===== config.mk =====
export PLATFORM = sky130hd
export DESIGN_NAME = peg_scorer
export DESIGN_NICKNAME = d
export VERILOG_FILES = /design/src/rtl/peg_scorer.sv
export SDC_FILE = /design/constraint.sdc
export NUM_CORES = 1
export LEC_CHECK = 0
export BUFFER_PORTS_ARGS = -buffer_cell sky130_fd_sc_hd__buf_2
export CORE_MARGIN = 1.5
export CORE_UTILIZATION = 50
export DETAILED_ROUTE_END_ITERATION = 6
export PLACE_DENSITY = 0.71
export SYNTH_ARGS = -nofsm -noshare
export SYNTH_HDL_FRONTEND = slang
export SYNTH_SLANG_ARGS = --single-unit

===== constraint.sdc =====
create_clock -name clock -period 4.57 [get_ports clock]
set_input_delay 0.914 -clock clock [delete_from_list [all_inputs] [get_ports clock]]
set_output_delay 0.914 -clock clock [all_outputs]
set_load 0.05 [all_outputs]

===== src/rtl/peg_scorer.sv =====
// peg_scorer: sequential Mastermind grader.
// Scores one latched guess against a latched secret code, one peg per cycle:
// a RED pass for exact matches, then a WHITE pass that pairs each unmatched
// code peg with the lowest-index unused guess peg of the same colour.
// Optional feature macro: PEG_SCORER_WIN_EN adds a registered win flag and lets
// a perfect guess skip the WHITE pass.
module peg_scorer #(
  parameter int unsigned PEGS    = 4,
  parameter int unsigned COLOR_W = 3,
  localparam int unsigned CNT_W  = $clog2(PEGS + 1),
  localparam int unsigned IDX_W  = (PEGS > 2) ? $clog2(PEGS) : 1
) (
  input  logic                    clock,
  input  logic                    resetn,
  input  logic                    start,
  input  logic [PEGS*COLOR_W-1:0] code,
  input  logic [PEGS*COLOR_W-1:0] guess,
  output logic                    busy,
  output logic                    done,
  output logic [CNT_W-1:0]        red,
  output logic [CNT_W-1:0]        white
`ifdef PEG_SCORER_WIN_EN
  ,
  output logic                    win
`endif
);

  typedef enum logic [1:0] {StIdle, StRed, StWhite, StDone} state_e;

  localparam logic [IDX_W-1:0] LastIdx  = IDX_W'(PEGS - 1);
  localparam logic [CNT_W-1:0] AllPegs  = CNT_W'(PEGS);

  state_e             state;
  logic [IDX_W-1:0]   idx;
  logic [COLOR_W-1:0] code_q  [PEGS];
  logic [COLOR_W-1:0] guess_q [PEGS];
  logic [PEGS-1:0]    code_used;
  logic [PEGS-1:0]    guess_used;

  logic               red_hit;
  logic               match_found;
  logic [IDX_W-1:0]   match_idx;

  // Exact match of the peg currently under the index.
  always_comb begin
    red_hit = (code_q[idx] == guess_q[idx]);
  end

  // Priority encoder: lowest unused guess peg with the current code peg's colour.
  // Scanning high-to-low lets the lowest index overwrite the others.
  always_comb begin
    match_found = 1'b0;
    match_idx   = '0;
    for (int j = PEGS - 1; j >= 0; j--) begin
      if (!guess_used[j] && (guess_q[j] == code_q[idx])) begin
        match_found = 1'b1;
        match_idx   = IDX_W'(j);
      end
    end
  end

`ifdef PEG_SCORER_WIN_EN
  logic [CNT_W-1:0] red_final;

  // Red count including the hit being scored this cycle, used to decide the skip.
  always_comb begin
    red_final = red_hit ? (red + CNT_W'(1)) : red;
  end
`endif

  // Scoring FSM with registered outputs; synchronous active-low reset.
  always_ff @(posedge clock) begin
    if (!resetn) begin
      state      <= StIdle;
      idx        <= '0;
      code_used  <= '0;
      guess_used <= '0;
      busy       <= 1'b0;
      done       <= 1'b0;
      red        <= '0;
      white      <= '0;
      for (int i = 0; i < PEGS; i++) begin
        code_q[i]  <= '0;
        guess_q[i] <= '0;
      end
`ifdef PEG_SCORER_WIN_EN
      win        <= 1'b0;
`endif
    end else begin
      done <= 1'b0;
      case (state)
        StIdle: begin
          if (start) begin
            for (int i = 0; i < PEGS; i++) begin
              code_q[i]  <= code[i*COLOR_W +: COLOR_W];
              guess_q[i] <= guess[i*COLOR_W +: COLOR_W];
            end
            code_used  <= '0;
            guess_used <= '0;
            red        <= '0;
            white      <= '0;
            idx        <= '0;
            busy       <= 1'b1;
            state      <= StRed;
`ifdef PEG_SCORER_WIN_EN
            win        <= 1'b0;
`endif
          end
        end

        StRed: begin
          if (red_hit) begin
            red             <= red + CNT_W'(1);
            code_used[idx]  <= 1'b1;
            guess_used[idx] <= 1'b1;
          end
          if (idx == LastIdx) begin
            idx <= '0;
`ifdef PEG_SCORER_WIN_EN
            // A perfect guess leaves nothing for the white pass.
            if (red_final == AllPegs) begin
              state <= StDone;
              done  <= 1'b1;
              win   <= 1'b1;
            end else begin
              state <= StWhite;
            end
`else
            state <= StWhite;
`endif
          end else begin
            idx <= idx + IDX_W'(1);
          end
        end

        StWhite: begin
          if (!code_used[idx] && match_found) begin
            white                 <= white + CNT_W'(1);
            guess_used[match_idx] <= 1'b1;
            code_used[idx]        <= 1'b1;
          end
          if (idx == LastIdx) begin
            idx   <= '0;
            state <= StDone;
            done  <= 1'b1;
`ifdef PEG_SCORER_WIN_EN
            win   <= (red == AllPegs);
`endif
          end else begin
            idx <= idx + IDX_W'(1);
          end
        end

        StDone: begin
          // start is ignored here; the next request is taken from IDLE.
          busy  <= 1'b0;
          state <= StIdle;
        end

        default: begin
          busy  <= 1'b0;
          state <= StIdle;
        end
      endcase
    end
  end

  // Each peg is consumed at most once, so the total can never exceed PEGS.
  assert property (@(posedge clock) disable iff (!resetn)
    ((CNT_W + 1)'(red) + (CNT_W + 1)'(white)) <= (CNT_W + 1)'(PEGS));

  // done only ever pulses while the block reports busy.
  assert property (@(posedge clock) disable iff (!resetn) done |-> busy);

endmodule


Word-level counts from Yosys, hierarchy flattened --
Memories as Yosys holds them, arrays and structs flattened. A register that Yosys moved wholly into a read port is not among the register bits. Cells that the tools add are included.
Operators by class: $add $sub $neg 3, $lt $le $gt $ge 4, eq/ne operators 14, mux-type cells 53, bitwise operators 11, reductions and logical operators 26
Operators with widths (count):
- $mux W3 | 11
- $mux W2 | 13
- $pmux W4 S3 | 2
- $mux W4 | 5
- $eq A3 B3 Y1 | 5
- $mux W1 | 14
- $or A4 B4 Y4 | 3
- $pmux W3 S2 | 2
- $ne A2 B2 Y1 const B | 5
- $reduce_and A3 Y1 | 3
- $or A1 B1 Y1 | 8
- $pmux W2 S4 | 1
- $reduce_bool A2 Y1 | 4
- $logic_and A1 B1 Y1 | 7
- $add A3 B1 Y3 const B | 2
- $eq A2 B2 Y1 const B | 3
- $lt A2 B3 Y1 const B | 2
- $reduce_and A2 Y1 | 3
- $logic_not A1 Y1 | 5
- $demux W1 S2 | 2
- $ge A2 B1 Y1 const B | 2
- $pmux W2 S2 | 1
- $reduce_and A4 Y1 | 1
- $reduce_bool A3 Y1 | 1
- 6 further kinds | 6
Storage, ports and cells: register bits 20, bits in writable memories 24, input bits 27, output and inout port bits 8, memories kept 2
Memory list:
- code_q | words 4, bits a word 3, rd ports 1, clocked after memory_dff 1, wr ports 4, RTL line 35 | logic [COLOR_W-1:0] code_q [PEGS];
- guess_q | words 4, bits a word 3, rd ports 5, clocked after memory_dff 1, wr ports 4, RTL line 36 | logic [COLOR_W-1:0] guess_q [PEGS];

Longest topological paths before layout --
depth in word-level cells 13, depth in mapped cells 9, gate-level depth less buffers 8

Worst setup path after synthesis --
No wires, ideal clock.
path kind register to register, start point register (tool-made name), end point register code_used[0], setup time 0.114 ns, arrival time 2.452 ns, required time 4.456 ns, path slack 2.004 ns, cell stages (with the launch flop) 10, buffers on the path 2, cells stage by stage dfxtp_1 buf_6 mux4_2 xor2_1 or4_4 and3_4 a31oi_4 a21bo_1 buf_6 nor2_1
RTL lines:
- end signal, assigned | RTL line 76 | code_used <= '0;
- end signal, assigned | RTL line 98 | code_used <= '0;
- end signal, assigned by index | RTL line 114 | code_used[idx] <= 1'b1;
- end, declared | RTL line 37 | logic [PEGS-1:0] code_used;

==> flow_summary_export.csv <==
group,metric,value,unit
synthesis,synth.distinct_cells,36,
timing,fin_skew,0.006901,ns
route,dr.pass1.iters,4,
grt,grt.overflow.total,0,
critical_path,arrival,3.08,ns
grt,grt_max_degree,26,
clock_network,clkSinkCount,46,
floorplanning,rows,24,
finish,antenna_cells,0,
flow_run,drv_cap,0,
synthesis,synth_area,2336,sq um
timing,finalSetupViolCount,0,
synthesis,ys_seq_elements,46,
clock_network,cts.path.max_buffers,2,
timing,rsz0062_at_grt,"false",
finish,final_core_util,59.35,%
clock_network,htreeDepth,2,
route,wl_per_cell,13.77,um
timing,timing.final.hold_violations,0,
critical_path,critPathMaxFanout,9,
route,vias,1542,
grt,antenna_found_initial,0,
synthesis,synth_nets,243,
critical_path,setup.worst_path.start_class,"flop",
floorplanning,die_h,71.35,um
floorplanning,start_util,52.92,%
grt,grt_pass1_wl,6927,um
route,wl,4021,um
clock_network,ctsResizeCount,0,
placed_design,dp_hpwl,2975,um
timing,fmax,345.2,MHz
timing,slew_viol_final,0,
synthesis,syn_area_per_cell,11.40,sq um
pwr,switching_power,555.9,uW
synthesis,seq_area_frac_synth,49.71,%
placed_design,place_ws,1.684,ns
pwr,switching_share,38.28,%
pwr,p_int,896.2,uW
route,drt_iter0_markers,74,
pwr,clkPwrFrac,17.1,%
synthesis,ys_async_sr_fraction,0,%
clock_network,root_buffer,"clkbuf_8",
synthesis,synth_most_common_cell,"and2_1",
clock_network,cts_tree,"yes",
floorplanning,design.core.area,4414,sq um
synthesis,yosys_most_used_dff,"edfxtp_1",
timing,period_minus_slack,2.897,ns
pwr,p_seq_share,41.3,%
pwr,p_leak,1.122,nW
synthesis,synthTopCellsByArea,"edfxtp_1 (31%), dfxtp_1 (19%), and2_1 (7.0%)",
critical_path,crit_path_max_incr_delay,0.64,ns
grt,track_usage,17.68,%
route,viasPerCell,5.281,
critical_path,crit_path_top_delay_cell,"mux4_2",
pwr,powerDensity,554.2,nW/um^2
floorplanning,io_pins,35,
synthesis,synth-edff-count,24,
synthesis,synthTopCellsByCount,"and2_1 (26), edfxtp_1 (24), dfxtp_1 (22), xor2_1 (16)",
clock_network,cts_setup_buffers,0,
timing,maxSlewHeadroom,34.60,%
min_path,hold_path_class,"reg2reg",
finish,drive_above_1_share,23.33,%
synthesis,yosysTopAreaCell,"edfxtp_1",
placed_design,place_congestion,0.8339,
finish,syn2layout_area_growth,12.16,%
run_status,status,"complete, no violations",
clock_network,clk_latency,0.30,ns
synthesis,syn_inst,205,
clock_network,ctsHoldBuffers,0,
grt,grt_pass1_vias,1526,
pwr,p_comb_share,41.6,%
placed_design,place.port_buffers,34,
timing,worst_slack,1.673,ns
timing,setup_tns,0,ns
critical_path,required,4.76,ns
floorplanning,dieArea,5091,sq um
timing,tightest_slew,0.9786,ns
pwr,vdd_drop_max,0.2836,mV
critical_path,cp-end-kind,"flop",
finish,nFillCells,374,
floorplanning,die_w,71.35,um
synthesis,synth_warnings,0,
timing,period_share,63.40,%
route,drc,0,
clock_network,cts.clk_slew.worst_paths,0.09,ns
synthesis,yosysTopAreaCellShare,30.85,%
critical_path,path_class,"reg2reg",
finish,nets,277,
critical_path,crit_chain,"mux4_2 > xor2_1 > or4_4 > and3_4 > a31oi_4 > a21bo_1 > nor2_1",
route,ant_nets,0,
clock_network,cts_buffers,5,
==> routing by layer <==
metal,vias to the layer above,wire length (um),GRT usage (%)
met2,43,1902,27.37
met4,0,65,7.547
met3,8,178,5.485
met1,702,1874,23.06
met5,-,0,0
li1,789,-,-
==> stage by stage <==
step | cells | total power [mW] | area (sq um) | hold slack, ns
final | 292 | 1.452 | 2620 | 0.4732
after global routing | 292 | 1.564 | 2620 | 0.5139
after CTS | 292 | 1.468 | 2620 | 0.4776
after detailed placement | 284 | 1.215 | 2530 | 0.4605
after global placement | 284 | 1.200 | 2530 | 0.4560
after floorplan | 205 | 1.099 | 2336 | 0.4315
==> power by group through the flow <==
stage,Clock (mW),Combinational (mW),Sequential (mW)
3_5_place_dp,0,0.604,0.611
4_1_cts,0.258,0.608,0.602
6_report,0.249,0.604,0.599
5_1_grt,0.274,0.678,0.612
3_3_place_gp,0,0.593,0.607
2_1_floorplan,0,0.495,0.604
==> flip-flops by register name (all words and copies together) (netlist names), named ones only <==
register,cells
white,3
code_used,4
state,2
red,3
guess_used,4
idx,2
busy,1
done,1
code_q,12
guess_q,12
==> worst max-delay path, delay by kind of cell (launching register included) <==
family	cells	cell delay (ns)
AOI/OAI and AO/OA	2	0.60
xor gates and xnor gates	1	0.18
DFF	1	0.50
muxes	1	0.64
and+or+nand+nor	3	0.85
==> cells by family after synthesis <==
logic type | count (synthesis) | synth area share [%]
mux | 7 | 7.231
fa+ha+maj | 11 | 5.892
buf+inv | 16 | 3.214
flops | 46 | 49.71
compound gates | 36 | 9.962
xor+xnor | 16 | 5.999
simple gates | 73 | 18.00
==> placed cells by master (no fill, tap or decap), types with 5 or more instances in the layout <==
cell,n
clkbuf_8,5
ha_1,11
a21oi_1,13
edfxtp_1,24
dfxtp_1,22
nor2_1,12
nor2b_1,5
xor2_1,16
o21ai_0,9
and2_1,26
nand2_1,13
inv_1,9
buf_2,34
==> layout make-up <==
class | instances | area (sq um) | area share [%]
inverter | 9 | 33.78 | 1.289
sequential | 46 | 1161 | 44.32
timing repair buffer | 34 | 170.2 | 6.495
tap | 52 | 65.06 | 2.483
clock inverter | 3 | 21.27 | 0.8118
multi-input combinational | 143 | 1100 | 41.98
clock buffer | 5 | 68.82 | 2.627
==> final timing paths <==
path	depth (start not counted)	slack (ns)	from	endpoint
hold / removal	1	0.47	white[2]$_SDFFE_PN0P_	white[2]$_SDFFE_PN0P_
setup / recovery	7	1.67	flop	guess_used[3]$_SDFFE_PN0P_
hold reg to reg	1	0.47	white[2]$_SDFFE_PN0P_	white[2]$_SDFFE_PN0P_
setup reg to reg	7	1.67	flop	guess_used[3]$_SDFFE_PN0P_
Note: power is estimated with default switching activity, not from simulation.
